[src/rtl/pipe_stage_skid.sv]
// Valid/ready pipeline stage with a 2-entry skid buffer, synchronous flush and occupancy status.
// Optional backpressure counter enabled by defining PIPE_STAGE_PERF_EN.
module pipe_stage_skid #(
  parameter int DATA_WIDTH = 32,
  parameter int PERF_WIDTH = 32
) (
  input  logic                  clk,
  input  logic                  rst,
  input  logic                  flush,
  input  logic                  in_valid,
  output logic                  in_ready,
  input  logic [DATA_WIDTH-1:0] in_data,
  output logic                  out_valid,
  input  logic                  out_ready,
  output logic [DATA_WIDTH-1:0] out_data,
  output logic [1:0]            occupancy,
  output logic [PERF_WIDTH-1:0] perf_stall_cycles
);

  logic                  main_valid_q, main_valid_d;
  logic [DATA_WIDTH-1:0] main_data_q, main_data_d;
  logic                  skid_valid_q, skid_valid_d;
  logic [DATA_WIDTH-1:0] skid_data_q, skid_data_d;
  logic                  push, pop;

  // in_ready comes straight from the skid flop, so backpressure never chains combinationally.
  assign in_ready  = ~skid_valid_q;
  assign out_valid = main_valid_q;
  assign out_data  = main_data_q;
  assign occupancy = {1'b0, main_valid_q} + {1'b0, skid_valid_q};

  assign push = in_valid & ~skid_valid_q;
  assign pop  = main_valid_q & out_ready;

  always_comb begin
    main_valid_d = main_valid_q;
    main_data_d  = main_data_q;
    skid_valid_d = skid_valid_q;
    skid_data_d  = skid_data_q;
    if (flush) begin
      main_valid_d = 1'b0;
      main_data_d  = '0;
      skid_valid_d = 1'b0;
      skid_data_d  = '0;
    end else begin
      case ({main_valid_q, skid_valid_q})
        2'b00: begin
          if (push) begin
            main_valid_d = 1'b1;
            main_data_d  = in_data;
          end
        end
        2'b10: begin
          if (pop && push) begin
            main_data_d = in_data;
          end else if (pop) begin
            main_valid_d = 1'b0;
          end else if (push) begin
            skid_valid_d = 1'b1;
            skid_data_d  = in_data;
          end
        end
        2'b11: begin
          if (pop) begin
            main_data_d  = skid_data_q;
            skid_valid_d = 1'b0;
          end
        end
        default: begin
          // (0,1) cannot be reached; hold.
        end
      endcase
    end
  end

  always_ff @(posedge clk) begin
    if (!rst) begin
      main_valid_q <= 1'b0;
      main_data_q  <= '0;
      skid_valid_q <= 1'b0;
      skid_data_q  <= '0;
    end else begin
      main_valid_q <= main_valid_d;
      main_data_q  <= main_data_d;
      skid_valid_q <= skid_valid_d;
      skid_data_q  <= skid_data_d;
    end
  end

`ifdef PIPE_STAGE_PERF_EN
  logic [PERF_WIDTH-1:0] perf_q, perf_d;

  // Saturating count of cycles the head is stalled by downstream; flush leaves it alone.
  always_comb begin
    perf_d = perf_q;
    if (main_valid_q && !out_ready && (perf_q != {PERF_WIDTH{1'b1}})) begin
      perf_d = perf_q + PERF_WIDTH'(1);
    end
  end

  always_ff @(posedge clk) begin
    if (!rst) begin
      perf_q <= '0;
    end else begin
      perf_q <= perf_d;
    end
  end

  assign perf_stall_cycles = perf_q;
`else
  assign perf_stall_cycles = '0;
`endif

endmodule

[config.mk]
export PLATFORM = sky130hd
export DESIGN_NAME = pipe_stage_skid
export DESIGN_NICKNAME = d
export VERILOG_FILES = /design/src/rtl/pipe_stage_skid.sv
export SDC_FILE = /design/constraint.sdc
export NUM_CORES = 1
export LEC_CHECK = 0
export ABC_AREA = 1
export BUFFER_PORTS_ARGS = -buffer_cell sky130_fd_sc_hd__buf_4
export CELL_PAD_IN_SITES_DETAIL_PLACEMENT = 1
export CELL_PAD_IN_SITES_GLOBAL_PLACEMENT = 1
export CORE_ASPECT_RATIO = 1.75
export CORE_MARGIN = 4
export CORE_UTILIZATION = 35
export CTS_CLUSTER_DIAMETER = 120
export DETAILED_ROUTE_END_ITERATION = 10
export GPL_TIMING_DRIVEN = 0
export PLACE_DENSITY = 0.79
export SLEW_MARGIN = 15
export SYNTH_ARGS = -nofsm -noshare
export SYNTH_HDL_FRONTEND = slang
export SYNTH_SLANG_ARGS = --single-unit
[constraint.sdc]
create_clock -name clk -period 3.8 [get_ports clk]
set_input_delay 0.95 -clock clk [delete_from_list [all_inputs] [get_ports clk]]
set_output_delay 0.95 -clock clk [all_outputs]
set_load 0.05 [all_outputs]
==> qor.yml, run 1 <==
run_status:
  status: "finished clean"
final_layout:
  regArea_sq_mm: 0.00132
  fill_cells: 1168
  diodes: 0
  final_cells: 700
  drive_gt1_share_pct: 26.6
  final_cell_mix: "130 x nor2_1, 107 x buf_4, 77 x nand2_1"
  layout.nets: 618
  syn2layout_area_growth_pct: 32.9
  final_common_cell: "nor2_1"
  multi_input_area_sq_mm: 0.00162
power_and_ir_drop:
  p_per_area_mw_per_mm2: 455
  leakage_nw: 2.19
  irDropWorstVdd_mv: 0.219
clock_network:
  cts_setup_buffers: 0
  clk_pin_slew_ps: 50
  cts_num_sinks: 66
  h-tree-depth: 3
  cts-hold-fix-buffers: 0
  cts_max_path_buffers: 2
  cts_buffers: 9
  post_cts_resized: 0
  cts_tree: "done"
  cts-root-buf: "clkbuf_16"
  clk_latency_ps: 330
detailed_routing:
  first_pass_iters: 4
  wl_met1_microns: 3400
  drc: 0
  met3WireLength_microns: 490
  ant_nets: 0
  vias_per_cell: 4.62
  met2RoutedLength_microns: 4850
  avgRoutedWirePerCell_microns: 13.0
  num_vias: 3234
  drtIter0Drc: 125
  routed_wl_microns: 9070
  top_layer: "met4"
sta:
  maxSlewViolCount: 0
  fin_crit_ps: 2370
  tns_ps: 0
  hold_ws_ps: 480
  rsz0062_at_grt: "false"
  post-route-period-util_pct: 62.5
  setup_slack_ps: 1430
  hold_viol: 0
  setup_viol: 0
  skew_ps: 4.43
  fmax_mhz: 421
critical_path:
  crit_required_ps: 2850
  cp.arrival_ps: 1420
  path_class: "reg2out"
  worst-r2r-setup-slack_ps: 1950
  crit_fanout: 8
  end_kind: "primary output"
  start_kind: "flip-flop"
global_routing:
  grt_usage_pct: 17.2
  grt_antenna_before_repair: 0
  grt_pass1_wl_microns: 14800
  grt_max_degree: 12
  grt_pass1_vias: 3372
  gr-total-overflow: 0
logic_synthesis:
  synthCells: 461
  synth_area_sq_mm: 0.00332
  syn_area_per_cell_sq_um: 7.19
  yosysSeqAreaShare_pct: 39.8
  synth-seq-cells: 66
  yosysWarnings: 0
  ys_types: 21
placement:
  port_buffers: 72
  place_congestion: 0.811
  hpwl_microns: 7180
  dp_slack_ps: 1630
  dp.cells: 684
floorplan:
  dieWidth_microns: 81.6
  num_rows: 46
  coreArea_sq_mm: 0.00915
  ios: 105
  initial_core_util_pct: 36.2
  dieArea_sq_mm: 0.0112
  die_h_microns: 137
hold_path:
  hp-class: "reg2reg"
run:
  max-cap-violations: 0
[layout make-up]
class                      instances  area share, %
buffer                            61           10.2
clock buffer                      12           5.82
clock inverter                     4          0.596
inverter                          12           1.02
multi-input combinational        353           36.7
sequential                        66           30.0
tap                              120           3.41
timing repair buffer              72           12.3
[logic make-up (layout without fill, tap and decap cells)]
kind of cell    Yosys count  in the layout  share of synthesized area [%]
fa+ha+maj                 6              6                           2.26
simple gates            249            249                           30.5
compound gates           66             66                           12.4
buf+inv                  73            161                           14.9
other cells               1             32                          0.113
flops                    66             66                           39.8
[registers in the layout, summed over array words and instances (netlist names)]
signal and count:
out_data 32, skid_data_q 32, out_valid 1, skid_valid_q 1
[metrics by stage]
step,power (mW),utilization (%),cell area [sq um]
after floorplan,1.12,-,3430
after global placement,1.24,45.1,4120
after detailed placement,1.25,45.1,4120
after CTS,2.03,48.1,4410
after global routing,2.10,48.1,4410
final,2.01,48.1,4410
[synth_stat cells, drive strengths merged]
cell | n | area, sq um
buf | 56 | 430
o21ai | 32 | 160
inv | 12 | 45.0
ha | 6 | 75.1
a21boi | 32 | 240
a21oi | 2 | 10.0
nand2 | 81 | 314
clkbuf | 5 | 18.8
conb | 1 | 3.75
nand3 | 35 | 180
nor2 | 133 | 517
dfxtp | 66 | 1320
[metal layers]
metal  track usage [%]  vias to the layer above
met5                 0                        -
met4              10.8                        0
met3              3.36                       28
met2              31.5                       90
met1              17.2                     1496
li1                  -                     1620
[path summary, 6_finish.rpt]
kind                 from      endpoint  cells past startpoint
min reg2reg  out_data[26]  out_data[26]                      2
max reg2reg     out_valid  out_data[21]                      8
min          out_data[26]  out_data[26]                      2
max             out_valid  occupancy[0]                      3
[report_power, final]
group	internal [mW]	switching, mW
clock network	0.475	0.296
logic	0.162	0.327
registers	0.726	0.0186
[worst max-delay path: stages (launching register included)]
cell and delay (ps):
dfxtp_1 500, inv_1 110, ha_1 300, buf_4 190
No activity file was read; power rests on OpenSTA's default activity.
==> inputs of run 2 (changes only) <==
- CORE_UTILIZATION: 35 -> 32
- PLACE_DENSITY: 0.79 -> 0.77
- clock period: 3.8 -> 2 ns (I/O delays scaled with it)
==> run 2 against run 1 <==
  * Non-clock buffer count unchanged
  * Power up 93%
  * Final cell count up 0.57%
  * Clock skew up 0.50 ps
  * Clock-buffer cell count unchanged
  * Combinational power up 90%
  * First-iteration DRC count down 4.8%
  * Sequential power up 91%
  * Die area up 8.6%
  * Global-route usage down 1.4 points
  * Core utilization down 3.8 points
  * Critical endpoint unchanged
  * Largest cell class unchanged
  * Highest routed layer unchanged
==> qor.yml, run 2 (synthesis gave the netlist of run 1 again) <==
sta:
  rsz0062_at_grt: "false"  # unchanged
  hold_viol: 0  # unchanged
  maxSlewViolCount: 0  # unchanged
  post-route-period-util_pct: 90.1
  setup_slack_ps: 199  # was 1430 ps
  hold_ws_ps: 406  # was 480 ps
  skew_ps: 4.93  # was 4.43 ps
  fmax_mhz: 555
  setup_viol: 0  # unchanged
  tns_ps: 0  # unchanged
  fin_crit_ps: 1800
detailed_routing:
  avgRoutedWirePerCell_microns: 13.2  # was 13.0 microns
  ant_nets: 0  # unchanged
  vias_per_cell: 4.56  # was 4.62
  num_vias: 3211  # was 3234
  first_pass_iters: 4  # unchanged
  drtIter0Drc: 119  # was 125
  routed_wl_microns: 9290  # was 9070 microns
  drc: 0  # unchanged
global_routing:
  gr-total-overflow: 0  # unchanged
  grt_antenna_before_repair: 0  # unchanged
  grt_pass1_vias: 3349  # was 3372
  grt_usage_pct: 15.8  # was 17.2%
  grt_pass1_wl_microns: 15500  # was 14800 microns
  grt_max_degree: 11  # was 12
placement:
  dp_slack_ps: 230  # was 1630 ps
  hpwl_microns: 7270  # was 7180 microns
  port_buffers: 72  # unchanged
  place_congestion: 0.802  # was 0.811
critical_path:
  cp.arrival_ps: 1300  # was 1420 ps
  crit_path_cell_trace: "inv_1 > ha_1 > buf_4"  # unchanged
  ff2ff_path_depth: 8  # unchanged
  start_kind: "flip-flop"  # unchanged
  cp_slowest_stage_delay_ps: 420  # was 500 ps
  rr_startpoint: "skid_valid_q"  # was out_valid
  crit_slowest_cell: "dfxtp_2"  # was dfxtp_1
  r2r_end: "out_data[20]"  # was out_data[21]
  path_class: "reg2out"  # unchanged
  worst-r2r-setup-slack_ps: 250  # was 1950 ps
  crit_fanout: 8  # unchanged
  crit_required_ps: 1500  # was 2850 ps
  end_kind: "primary output"  # unchanged
final_layout:
  diodes: 0  # unchanged
  multi_input_area_sq_mm: 0.00162  # about the same
  final_cell_mix: "130 x nor2_1, 107 x buf_4, 77 x nand2_1"  # unchanged
  regArea_sq_mm: 0.00132  # about the same
  syn2layout_area_growth_pct: 33.3  # was 32.9%
  fill_cells: 1310  # was 1168
  drive_gt1_share_pct: 26.6  # about the same
  layout.nets: 618  # unchanged
  final_common_cell: "nor2_1"  # unchanged
power_and_ir_drop:
  p_switching_mw: 1.19  # was 0.641 mW
  p_per_area_mw_per_mm2: 875  # was 455 mW/mm^2
  seq_power_share_pct: 36.6  # was 37.1%
  p_int_mw: 2.68  # was 1.36 mW
  combPwrFrac_pct: 24.1  # was 24.4%
  sw_frac_of_total_pct: 30.8  # was 32.0%
  power_frac_clock_pct: 39.3  # was 38.5%
  leakage_nw: 2.19  # about the same
  irDropWorstVdd_mv: 0.428  # was 0.219 mV
clock_network:
  cts-root-buf: "clkbuf_16"  # unchanged
  cts_setup_buffers: 0  # unchanged
  cts_buffers: 9  # unchanged
  post_cts_resized: 0  # unchanged
  cts_tree: "done"  # unchanged
  clk_pin_slew_ps: 50  # about the same
  cts_num_sinks: 66  # unchanged
  cts-hold-fix-buffers: 0  # unchanged
  h-tree-depth: 3  # unchanged
  cts_max_path_buffers: 2  # unchanged
  clk_latency_ps: 330  # about the same
hold_path:
  whs_endpoint: "skid_data_q[23]"  # was out_data[26]
  holdCritStartpoint: "in_data[23]"  # was out_data[26]
  worstHoldPathCells: 3  # was 2
  hp-class: "in2reg"  # was reg2reg
floorplan:
  num_rows: 48  # was 46
  dieWidth_microns: 84.9  # was 81.6 microns
  die_h_microns: 143  # was 137 microns
  ios: 105  # unchanged
  coreArea_sq_mm: 0.00997  # was 0.00915 sq mm
  initial_core_util_pct: 33.3  # was 36.2%
  dieArea_sq_mm: 0.0121  # was 0.0112 sq mm
run:
  max-cap-violations: 0  # unchanged
run_status:
  status: "finished clean"  # unchanged
==> run 2: metrics by stage <==
stage | util (%) | total power, mW | instance area (sq um) | std cells
final | 44.3 | 3.87 | 4420 | 704
after global routing | 44.3 | 4.05 | 4420 | 704
after CTS | 44.3 | 3.92 | 4420 | 704
after detailed placement | 41.5 | 2.38 | 4130 | 689
after global placement | 41.5 | 2.36 | 4130 | 689
after floorplan | - | 2.13 | 3440 | 492
==> run 2: power groups by stage <==
stage | Clock, mW | Sequential [mW] | Combinational (mW)
3_5_place_dp | 0 | 1.45 | 0.933
4_1_cts | 1.56 | 1.42 | 0.938
5_1_grt | 1.61 | 1.42 | 1.01
2_1_floorplan | 0 | 1.61 | 0.524
3_3_place_gp | 0 | 1.44 | 0.919
6_report | 1.52 | 1.42 | 0.931
==> run 2: worst max-delay path: cells and delay by family, from the launching register on <==
| kind | cells | cell delay [ps] |
|---|---|---|
| flip-flops | 1 | 420 |
| buffers and inverters | 2 | 270 |
| adder cells (fa/ha/maj) | 1 | 290 |
==> run 2: worst max-delay path by stage <==
stage / start / end / slack [ps] / cells after the start
5_1_grt: skid_valid_q / occupancy[0] / 90 / 3
3_5_place_dp: skid_valid_q / out_data[20] / 230 / 8
3_3_place_gp: skid_valid_q / out_data[20] / 230 / 8
2_1_floorplan: out_valid / out_data[18] / 210 / 8
4_1_cts: out_valid / occupancy[0] / 180 / 3
6_report: out_valid / occupancy[0] / 200 / 3
==> run 2: per-layer routing <==
metal / share of wire, % / wire length [microns] / global-route usage, %
met1: 39 / 3630 / 17.0
met3: 4.3 / 398 / 3.35
met5: 0 / 0 / 0
met4: 2.3 / 218 / 6.67
met2: 54 / 5040 / 29.4
==> run 2: final cells by class <==
cell class / count / share of cell area [%]
multi-input cells: 353 / 36.6
flip-flops and latches: 66 / 29.9
repair buffers: 72 / 12.2
plain buffers: 61 / 10.2
clock buffers: 12 / 5.58
well taps: 125 / 3.54
inverters: 12 / 1.02
clock inverters: 3 / 0.906
